[src/rtl/pic_irq_arbiter.sv]
// pic_irq_arbiter: rotating-priority resolver with in-service register and INT/INTA handshake
module pic_irq_arbiter #(
    parameter int NUM_IRQ = 8,
    parameter int ID_W = $clog2(NUM_IRQ)
) (
    input  logic               clock,
    input  logic               reset,
    input  logic [NUM_IRQ-1:0] irq_req,
    input  logic [NUM_IRQ-1:0] irq_mask,
    input  logic               special_mask,
    input  logic               rotate_on_eoi,
    input  logic               auto_eoi,
    input  logic               inta_ack,
    input  logic               eoi_valid,
    input  logic               eoi_specific,
    input  logic [ID_W-1:0]    eoi_id,
    input  logic               set_prio_valid,
    input  logic [ID_W-1:0]    set_prio_id,
    output logic               int_out,
    output logic               ack_valid,
    output logic [ID_W-1:0]    ack_id,
    output logic               ack_spurious,
    output logic [NUM_IRQ-1:0] irq_clear,
    output logic [NUM_IRQ-1:0] isr,
    output logic [ID_W-1:0]    lowest_prio
);
    typedef enum logic [1:0] {IDLE, REQ, HOLD} state_t;
    state_t state;
    logic [NUM_IRQ-1:0] cand, eff_isr, clr_mask, set_mask;
    logic [ID_W:0] c_hi, e_hi, i_hi;
    logic [ID_W-1:0] win_id, hi_id, clr_id;
    logic win, fire, cleared;

    // returns {found, rank} of the highest-priority set bit; rank 0 is channel lp+1
    function automatic logic [ID_W:0] find_hi(input logic [NUM_IRQ-1:0] v, input logic [ID_W-1:0] lp);
        logic [ID_W:0] r;
        logic [ID_W-1:0] idx;
        r = '0;
        for (int k = NUM_IRQ - 1; k >= 0; k--) begin
            idx = lp + ID_W'(k + 1);
            if (v[idx]) r = {1'b1, ID_W'(k)};
        end
        return r;
    endfunction

    // arbitration on pre-update state, plus EOI / acknowledge ISR edit masks
    always_comb begin
        cand = irq_req & ~irq_mask & ~isr;
        eff_isr = special_mask ? isr & ~irq_mask : isr;
        c_hi = find_hi(cand, lowest_prio);
        e_hi = find_hi(eff_isr, lowest_prio);
        i_hi = find_hi(isr, lowest_prio);
        win = c_hi[ID_W] && (!e_hi[ID_W] || c_hi[ID_W-1:0] < e_hi[ID_W-1:0]);
        win_id = lowest_prio + c_hi[ID_W-1:0] + ID_W'(1);
        hi_id = lowest_prio + i_hi[ID_W-1:0] + ID_W'(1);
        fire = state == REQ && inta_ack;
        clr_id = eoi_specific ? eoi_id : hi_id;
        clr_mask = eoi_valid ? NUM_IRQ'(1) << clr_id : '0;
        cleared = |(isr & clr_mask);
        set_mask = fire && win && !auto_eoi ? NUM_IRQ'(1) << win_id : '0;
    end

    // handshake FSM with registered int_out
    always_ff @(posedge clock) begin
        if (reset) begin
            state <= IDLE;
            int_out <= 1'b0;
        end else begin
            case (state)
                IDLE: if (win) begin
                    state <= REQ;
                    int_out <= 1'b1;
                end
                REQ: if (inta_ack) begin
                    state <= HOLD;
                    int_out <= 1'b0;
                end else if (!win) begin
                    state <= IDLE;
                    int_out <= 1'b0;
                end
                default: begin
                    state <= IDLE;
                    int_out <= 1'b0;
                end
            endcase
        end
    end

    // acknowledge results, ISR update (clear then set) and priority pointer
    always_ff @(posedge clock) begin
        if (reset) begin
            ack_valid <= 1'b0;
            ack_id <= '0;
            ack_spurious <= 1'b0;
            irq_clear <= '0;
            isr <= '0;
            lowest_prio <= ID_W'(NUM_IRQ - 1);
        end else begin
            ack_valid <= fire;
            irq_clear <= fire && win ? NUM_IRQ'(1) << win_id : '0;
            if (fire) begin
                ack_id <= win ? win_id : ID_W'(NUM_IRQ - 1);
                ack_spurious <= !win;
            end
            isr <= (isr & ~clr_mask) | set_mask;
            lowest_prio <= set_prio_valid ? set_prio_id :
                           rotate_on_eoi && cleared ? clr_id :
                           fire && win && auto_eoi && rotate_on_eoi ? win_id : lowest_prio;
        end
    end
endmodule

[config.mk]
export PLATFORM = sky130hd
export DESIGN_NAME = pic_irq_arbiter
export DESIGN_NICKNAME = d
export VERILOG_FILES = /design/src/rtl/pic_irq_arbiter.sv
export SDC_FILE = /design/constraint.sdc
export NUM_CORES = 1
export LEC_CHECK = 0
export ABC_AREA = 1
export CORE_ASPECT_RATIO = 1.75
export CORE_UTILIZATION = 53
export DETAILED_ROUTE_END_ITERATION = 16
export PLACE_DENSITY = 0.78
export SLEW_MARGIN = 20
export SYNTH_ARGS = -nofsm -noshare
export SYNTH_HDL_FRONTEND = slang
export SYNTH_SLANG_ARGS = --single-unit
[constraint.sdc]
create_clock -name clock -period 4.7 [get_ports clock]
set_input_delay 0.705 -clock clock [delete_from_list [all_inputs] [get_ports clock]]
set_output_delay 0.705 -clock clock [all_outputs]
set_load 0.1 [all_outputs]
* Yosys cells after proc, flatten, opt, wreduce, memory -nomap -nowiden
Index checks and enable logic that the tools add are counted.
Word-level totals: flip-flop bits (word level) 27, bits in latches 0, word-level logic and storage cells 147, RAM bits 0, memories 0, bits in read-only memories 0, input port bits 31
Operators by class: magnitude comparators 9, bitwise gates (word level) 10, multiplexer cells 88, equal/unequal tests 3, multipliers 0, add/sub/neg operators 11, reductions and logical operators 16, shift-type cells 2, divide/modulo/power cells 0
Operator list (count):
- $bmux W1 S3 | 24
- $mux W4 | 16
- $and A8 B8 Y8 | 5
- $mux W3 | 13
- $lt A3 B4 Y1 const B | 8
- $mux W1 | 27
- $mux W8 | 3
- $not A8 Y8 | 3
- $shl A1 B3 Y8 const A | 2
- $add A3 B3 Y3 const B | 4
- $add A3 B1 Y3 const B | 3
- $or A8 B8 Y8 | 1
- $reduce_or A8 Y1 | 1
- $logic_and A1 B1 Y1 | 7
- $add A3 B2 Y3 const B | 2
- $add A3 B3 Y3 | 2
- $mux W2 | 3
- $pmux W2 S2 | 1
- $logic_not A1 Y1 | 3
- $lt A3 B3 Y1 | 1
- $ne A3 B3 Y1 const B | 1
- $reduce_bool A3 Y1 | 1
- $eq A2 B1 Y1 const B | 1
- $logic_not A2 Y1 | 1
- 6 further kinds | 6

* Depth between registers and ports, before layout
depth after elaboration 22, mapped depth 29, gate-level depth less buffers 26

* Worst setup path before layout
Ideal clock, no wire load.
kind flip-flop to flip-flop, start register lowest_prio[1], end register lowest_prio[1], path slack 0.017 ns, data required time 4.588 ns, stages on the path, launching flop included 28, clock period less this slack 4.683 ns, setup time 0.112 ns, path buffers 3, arrival 4.571 ns, cell sequence dfxtp_1 > buf_2 > inv_1 > buf_2 > ha_1 > inv_1 > buf_2 > nand3_1 > nand3_1 > nand2_2 > o21ai_0 > nand2_1 > nand2_1 > nand2_1 > ha_1 > fa_1 > o21ai_0 > nand2_1 > nor2_1 > nand4_1 > nand2_1 > nor2_4 > nand2_4 > nand2_1 > nand2_1 > nand3_1 > nand3_1 > nand2_1
On the way: cells in the longest elaborated chain, start to end 20
Ends and longest elaborated chain:
- start: declaration | RTL line 25 | output logic [ID_W-1:0] lowest_prio
- start signal: assignment | RTL line 97 | lowest_prio <= ID_W'(NUM_IRQ - 1);
- start signal: assignment | RTL line 106 | lowest_prio <= set_prio_valid ? set_prio_id :
- $add A3 B3 Y3 / $bmux W1 S3 (equally long branches) | RTL line 40, 41
- $bmux W1 S3 / $mux W1 (equally long branches) | RTL line 41 | if (v[idx]) r = {1'b1, ID_W'(k)};
- $mux W1 (not written as such) / $mux W3 (equally long branches) | RTL line 41
- $mux W3 (7 in a row) | RTL line 41
- $add A3 B3 Y3 | RTL line 55 | hi_id = lowest_prio + i_hi[ID_W-1:0] + ID_W'(1);
- $add A3 B1 Y3 | RTL line 55
- $mux W3 | RTL line 57 | clr_id = eoi_specific ? eoi_id : hi_id;
- $shl A1 B3 Y8 | RTL line 58 | clr_mask = eoi_valid ? NUM_IRQ'(1) << clr_id : '0;
- $mux W8 | RTL line 58
- $and A8 B8 Y8 | RTL line 59 | cleared = |(isr & clr_mask);
- $reduce_or A8 Y1 | RTL line 59
- $logic_and A1 B1 Y1 | RTL line 107 | rotate_on_eoi && cleared ? clr_id :
- $mux W3 | RTL line 107
- $mux W3 | RTL line 106
Several ways; a longest one is shown, not always the timed one. The select of a mux whose other input is x is not followed. A chain may end at the register's enable or synchronous reset.

* Final worst setup path
start register lowest_prio[0], end register lowest_prio[1]
The elaborated chain is that of the path after synthesis.

==> summary by stage <==
Drt
The sum of routed wire length over all layers is 9458 µm. After detailed routing, the number of remaining DRC violations is 0. The wire length per cell is 16.20 µm. The mean number of vias per cell is 5.971. The remaining antenna violation count after routing is 0. Summing over every cut layer, the via total after detailed routing is 3487. The detailed router's first-iteration violation count is ~290. The pre-antenna-repair detailed-routing pass consisted of 6 iterations.

Placement
The weighted congestion reported at the end of routability-driven placement is 1.067. The total placed instance area is 3337 µm². Prior to clock tree synthesis, the placed netlist has a worst setup slack of 0.3840 ns. Once placement completed, the tool counted placed cells totaling 580. The total half-perimeter wirelength after legalization and detailed placement is around 7300 µm.

Buffers placed on the I/O ports in this run total 55.

Power
Power spread over the standard cell area amounts to 552.2 nW/µm². In this run the power spent charging and discharging nets is 1.102 mW. The cell-internal power is between 0.7 and 0.8 mW.

The combinational power share is 0.755. Summing internal, switching and leakage power gives 1.891 mW. Of the total power, the share spent switching nets is 0.5827. The power share of the clock group is 0.097. In this run the static leakage power is 1.630 nW. The peak supply drop is 0.5021 mV. The relative contribution of sequential cells to total power is 0.148.

Setup path
The capturing element type of the critical path is a register. Counting both buffers and inverters, the worst setup path holds a total of 2. For the worst setup path, the data arrival time is 4.41 ns. The reg2reg setup slack is 0.47 ns. The launching element type of the critical path is a register. The maximum single-stage delay on the critical path is ~0.44 ns. The capture point of the worst reg-to-reg path is lowest_prio[1]. The startpoint identified for the worst register-to-register timing path is lowest_prio[0]. The worst path required time is 4.88 ns. The worst register-to-register path has a depth of 24. Along the worst path, the maximum fanout reaches 27. The setup path with the least slack is of type register to register. Walking the worst path, the cells encountered are buf_4 -> ha_1 -> xor2_4 -> inv_2 -> nand3_2 -> nand2_2 -> o21ai_0 -> nand2_1 -> nand2_1 -> nand2_1 -> ha_1 -> fa_1 -> o21ai_0 -> nand2_1 -> nor2_1 -> nand3_1 -> nand2_1 -> nor2_4 -> nand2_4 -> nand2_1 -> nand2_1 -> nand3_1 -> nand3_1 -> nand2_1. Broken down by cell family, the worst path's largest delay share belongs to simple AND/OR/NAND/NOR gates. The most frequent cell on the critical path is sky130_fd_sc_hd__nand2_1.

The slowest stage of the critical path is the sky130_fd_sc_hd__fa_1 cell.

Yosys
The fraction of the yosys area taken by sequential cells is 0.1886. The gate count after technology mapping is 481. The total nets after synthesis is 520. After synthesis, the netlist uses 38 different library cells. Of the post-synthesis cell area, the dominant cell type holds 0.2094. After synthesis, the cell types taking the most area are sky130_fd_sc_hd__nand2_1 21%, sky130_fd_sc_hd__nand3_1 20%, sky130_fd_sc_hd__dfxtp_1 19%. The largest total area in the synthesized netlist belongs to sky130_fd_sc_hd__nand2_1. The async set-reset flop share out of synthesis is 0. The area of the mapped netlist is 2760 µm². The mean cell area of the mapped netlist is 5.738 µm². The flop and latch count out of synthesis is 26. For this run, the leading register cell type out of synthesis is sky130_fd_sc_hd__dfxtp_1. Yosys printed 0 warnings. The number of flops mapped to enable cells by yosys is 0.

Layout
The layout net count is 570. The finished cells cover 3425 µm². The number of fill cells is 456.

Relative to the synthesized area, the layout overhead comes to 24.07%. For this run, the share of the core covered by cells in the final layout is 0.6880. The number of antenna diodes in the final layout is 0. The number of standard cells in the final layout excluding fillers is about 580. In the final layout, the share of cells above drive strength 1 is 0.08491.

Job
The number of max-cap violations is 0.

Outcome
The flow ran to the end, and the final reports show no timing, DRC or antenna violations.

Die
For this configuration, the core starts out at a cell density of 0.5545. The die area is 5512 µm². The die is 56.55 µm wide. Measured along the y axis, the die boundary spans 97.47 µm.

The initialized floorplan defines 34 standard-cell rows. The total core area is 4977 µm². During I/O placement, the number of pins put on the boundary was 56.

GRT
The leftover overflow at the end of global routing is 0. Entering global routing, the biggest net connects 28 pins. The via count of the first global-routing pass is 3441.

The first global-routing pass estimated around 15000 µm of wire. The initial antenna violation count was 0. The total global routing track utilization is 0.3524.

CTS
Clock tree synthesis inserted a total of 3 buffers. TritonCTS built the clock tree. The number of post-CTS setup repair buffers is 0. In this run, post-CTS repair resized a total of 0 instances. The hold buffer count at cts is 0. CTS placed an instance of sky130_fd_sc_hd__clkbuf_8 at the clock tree root.

Clock latency on the worst-skew pair, taken at its later pin, is 0.28 ns. The clock tree buffer depth is 2. In this run the number of H-tree levels came out at 1.

The tree built by TritonCTS fans out to 26 sinks. Clock-pin slew was measured on the worst setup and hold paths at 0.09 ns.

STA
The count of final hold-check violations is 0. Hold timing on the final database bottoms out at a slack of 0.4956 ns. Setup violations remaining at the end of the flow were counted as 0. The largest clock skew in the final design is approximately 0.0068 ns. After routing, the total negative slack on setup checks comes to 0 ns.

The number of pins exceeding their max-slew limit in the final report was 0. Setup repair after global routing left no endpoint under its margin. For this run, the top clock speed supported by timing is 236.5 MHz. In the finished design, the share of the clock period the worst path needs comes to 0.8996. The clock period could shrink to 4.228 ns. Across all setup checks in the final design, the least slack found is 0.4721 ns. For the pin with the worst max-slew slack, the measured transition is 1.007 ns. Measured against its own limit, the worst slew margin works out to 0.3268.

Min path
The worst min-delay path startpoint is state[1]. In this run the worst hold path is classified as register to register. The number of stages on the worst hold path is 1. The hold path endpoint is state[0].
-- worst reg2reg max path: stages (launching register included) --
cell,delay [ns]
sky130_fd_sc_hd__dfxtp_1,0.38
sky130_fd_sc_hd__buf_4,0.33
sky130_fd_sc_hd__ha_1,0.30
sky130_fd_sc_hd__xor2_4,0.30
sky130_fd_sc_hd__inv_2,0.12
sky130_fd_sc_hd__nand3_2,0.08
sky130_fd_sc_hd__nand2_2,0.07
sky130_fd_sc_hd__o21ai_0,0.16
sky130_fd_sc_hd__nand2_1,0.06
sky130_fd_sc_hd__nand2_1,0.05
sky130_fd_sc_hd__nand2_1,0.06
sky130_fd_sc_hd__ha_1,0.19
sky130_fd_sc_hd__fa_1,0.44
sky130_fd_sc_hd__o21ai_0,0.35
sky130_fd_sc_hd__nand2_1,0.12
sky130_fd_sc_hd__nor2_1,0.30
sky130_fd_sc_hd__nand3_1,0.15
sky130_fd_sc_hd__nand2_1,0.14
sky130_fd_sc_hd__nor2_4,0.05
sky130_fd_sc_hd__nand2_4,0.09
sky130_fd_sc_hd__nand2_1,0.09
sky130_fd_sc_hd__nand2_1,0.09
sky130_fd_sc_hd__nand3_1,0.07
sky130_fd_sc_hd__nand3_1,0.09
sky130_fd_sc_hd__nand2_1,0.05
-- flip-flops by register name, summed over array words and instances (netlist names) --
register      flops
ack_valid         1
irq_clear         8
state             2
ack_spurious      1
lowest_prio       3
ack_id            3
isr               8
-- worst max-delay path by stage --
stage | start | end | slack [ns] | depth (start not counted)
floorplan | lowest_prio[1] | lowest_prio[1] | 0.02 | 27
detailed placement | lowest_prio[1] | lowest_prio[1] | 0.38 | 24
global placement | lowest_prio[1] | lowest_prio[2] | 0.46 | 24
finish | lowest_prio[0] | lowest_prio[1] | 0.47 | 24
global route | lowest_prio[0] | lowest_prio[1] | 0.08 | 24
CTS | lowest_prio[1] | lowest_prio[1] | 0.34 | 24
-- metal layers --
layer | routed length, µm | GRT usage | share of wire
met5 | 0 | 0 | 0
met2 | 4910 | 0.6452 | 0.52
met1 | 3213 | 0.3494 | 0.34
met3 | 639 | 0.04261 | 0.068
met4 | 694 | 0.2533 | 0.073
-- cells in the mapped netlist (all sizes together) (2+ instances only) --
| cell type | number |
|---|---|
| a21oi | 3 |
| inv | 39 |
| fa | 2 |
| o21ai | 9 |
| clkbuf | 4 |
| nand2 | 163 |
| or2 | 5 |
| ha | 6 |
| nor2 | 56 |
| a31oi | 6 |
| xnor2 | 2 |
| xor2 | 4 |
| nand4 | 7 |
| o21a | 4 |
| nand3 | 114 |
| nor3 | 8 |
| a21boi | 4 |
| o211ai | 4 |
| dfxtp | 26 |
| buf | 13 |
-- logic make-up (layout without fill, tap and decap cells) --
logic type | count (synthesis) | after routing | synth area share
flip-flops | 26 | 26 | 0.1886
buffers and inverters | 57 | 106 | 0.08930
XOR/XNOR | 6 | 6 | 0.02992
adder cells (fa/ha/maj) | 8 | 8 | 0.04170
AO/OA/AOI/OAI | 31 | 31 | 0.07480
AND/OR/NAND/NOR | 353 | 353 | 0.5757
-- placed cells by master (no fill, tap or decap), types with 2 or more instances in the layout --
cell,netlist,routed
sky130_fd_sc_hd__inv_2,4,4
sky130_fd_sc_hd__clkdlybuf4s50_1,0,55
sky130_fd_sc_hd__a31oi_1,6,6
sky130_fd_sc_hd__dfxtp_1,26,25
sky130_fd_sc_hd__nor2_1,52,52
sky130_fd_sc_hd__ha_1,6,6
sky130_fd_sc_hd__nand2_2,7,7
sky130_fd_sc_hd__nand3_2,2,2
sky130_fd_sc_hd__nand3_1,111,111
sky130_fd_sc_hd__nand2_1,154,154
sky130_fd_sc_hd__a21oi_1,2,2
sky130_fd_sc_hd__o21a_1,4,4
sky130_fd_sc_hd__nand2_4,2,2
sky130_fd_sc_hd__or2_2,4,4
sky130_fd_sc_hd__inv_1,34,33
sky130_fd_sc_hd__clkbuf_8,0,3
sky130_fd_sc_hd__o21ai_0,8,8
sky130_fd_sc_hd__xor2_1,2,2
sky130_fd_sc_hd__nor3_1,7,7
sky130_fd_sc_hd__nand4_1,6,6
sky130_fd_sc_hd__nor2_2,3,3
sky130_fd_sc_hd__a21boi_0,4,4
sky130_fd_sc_hd__fa_1,2,2
sky130_fd_sc_hd__xnor2_2,2,2
sky130_fd_sc_hd__o211ai_1,4,4
sky130_fd_sc_hd__buf_4,3,7
-- power by group through the flow --
stage               Clock [mW]  Combinational [mW]  Sequential, mW
detailed placement           0                1.38           0.282
finish                   0.184                1.43           0.279
global placement             0                1.36           0.281
global route             0.197                1.56           0.283
floorplan                    0               0.890           0.440
CTS                      0.188                1.39           0.278
-- layout make-up --
class                      count  area [µm²]  area share
multi-input combinational    398        2004      0.5853
inverter                      40       156.4     0.04567
timing repair buffer          62       603.1      0.1761
clock inverter                 1       30.03    0.008769
tap                           54       67.56     0.01973
sequential                    26       521.8      0.1524
clock buffer                   3       41.29     0.01206
No activity file was read; power rests on OpenSTA's default activity.
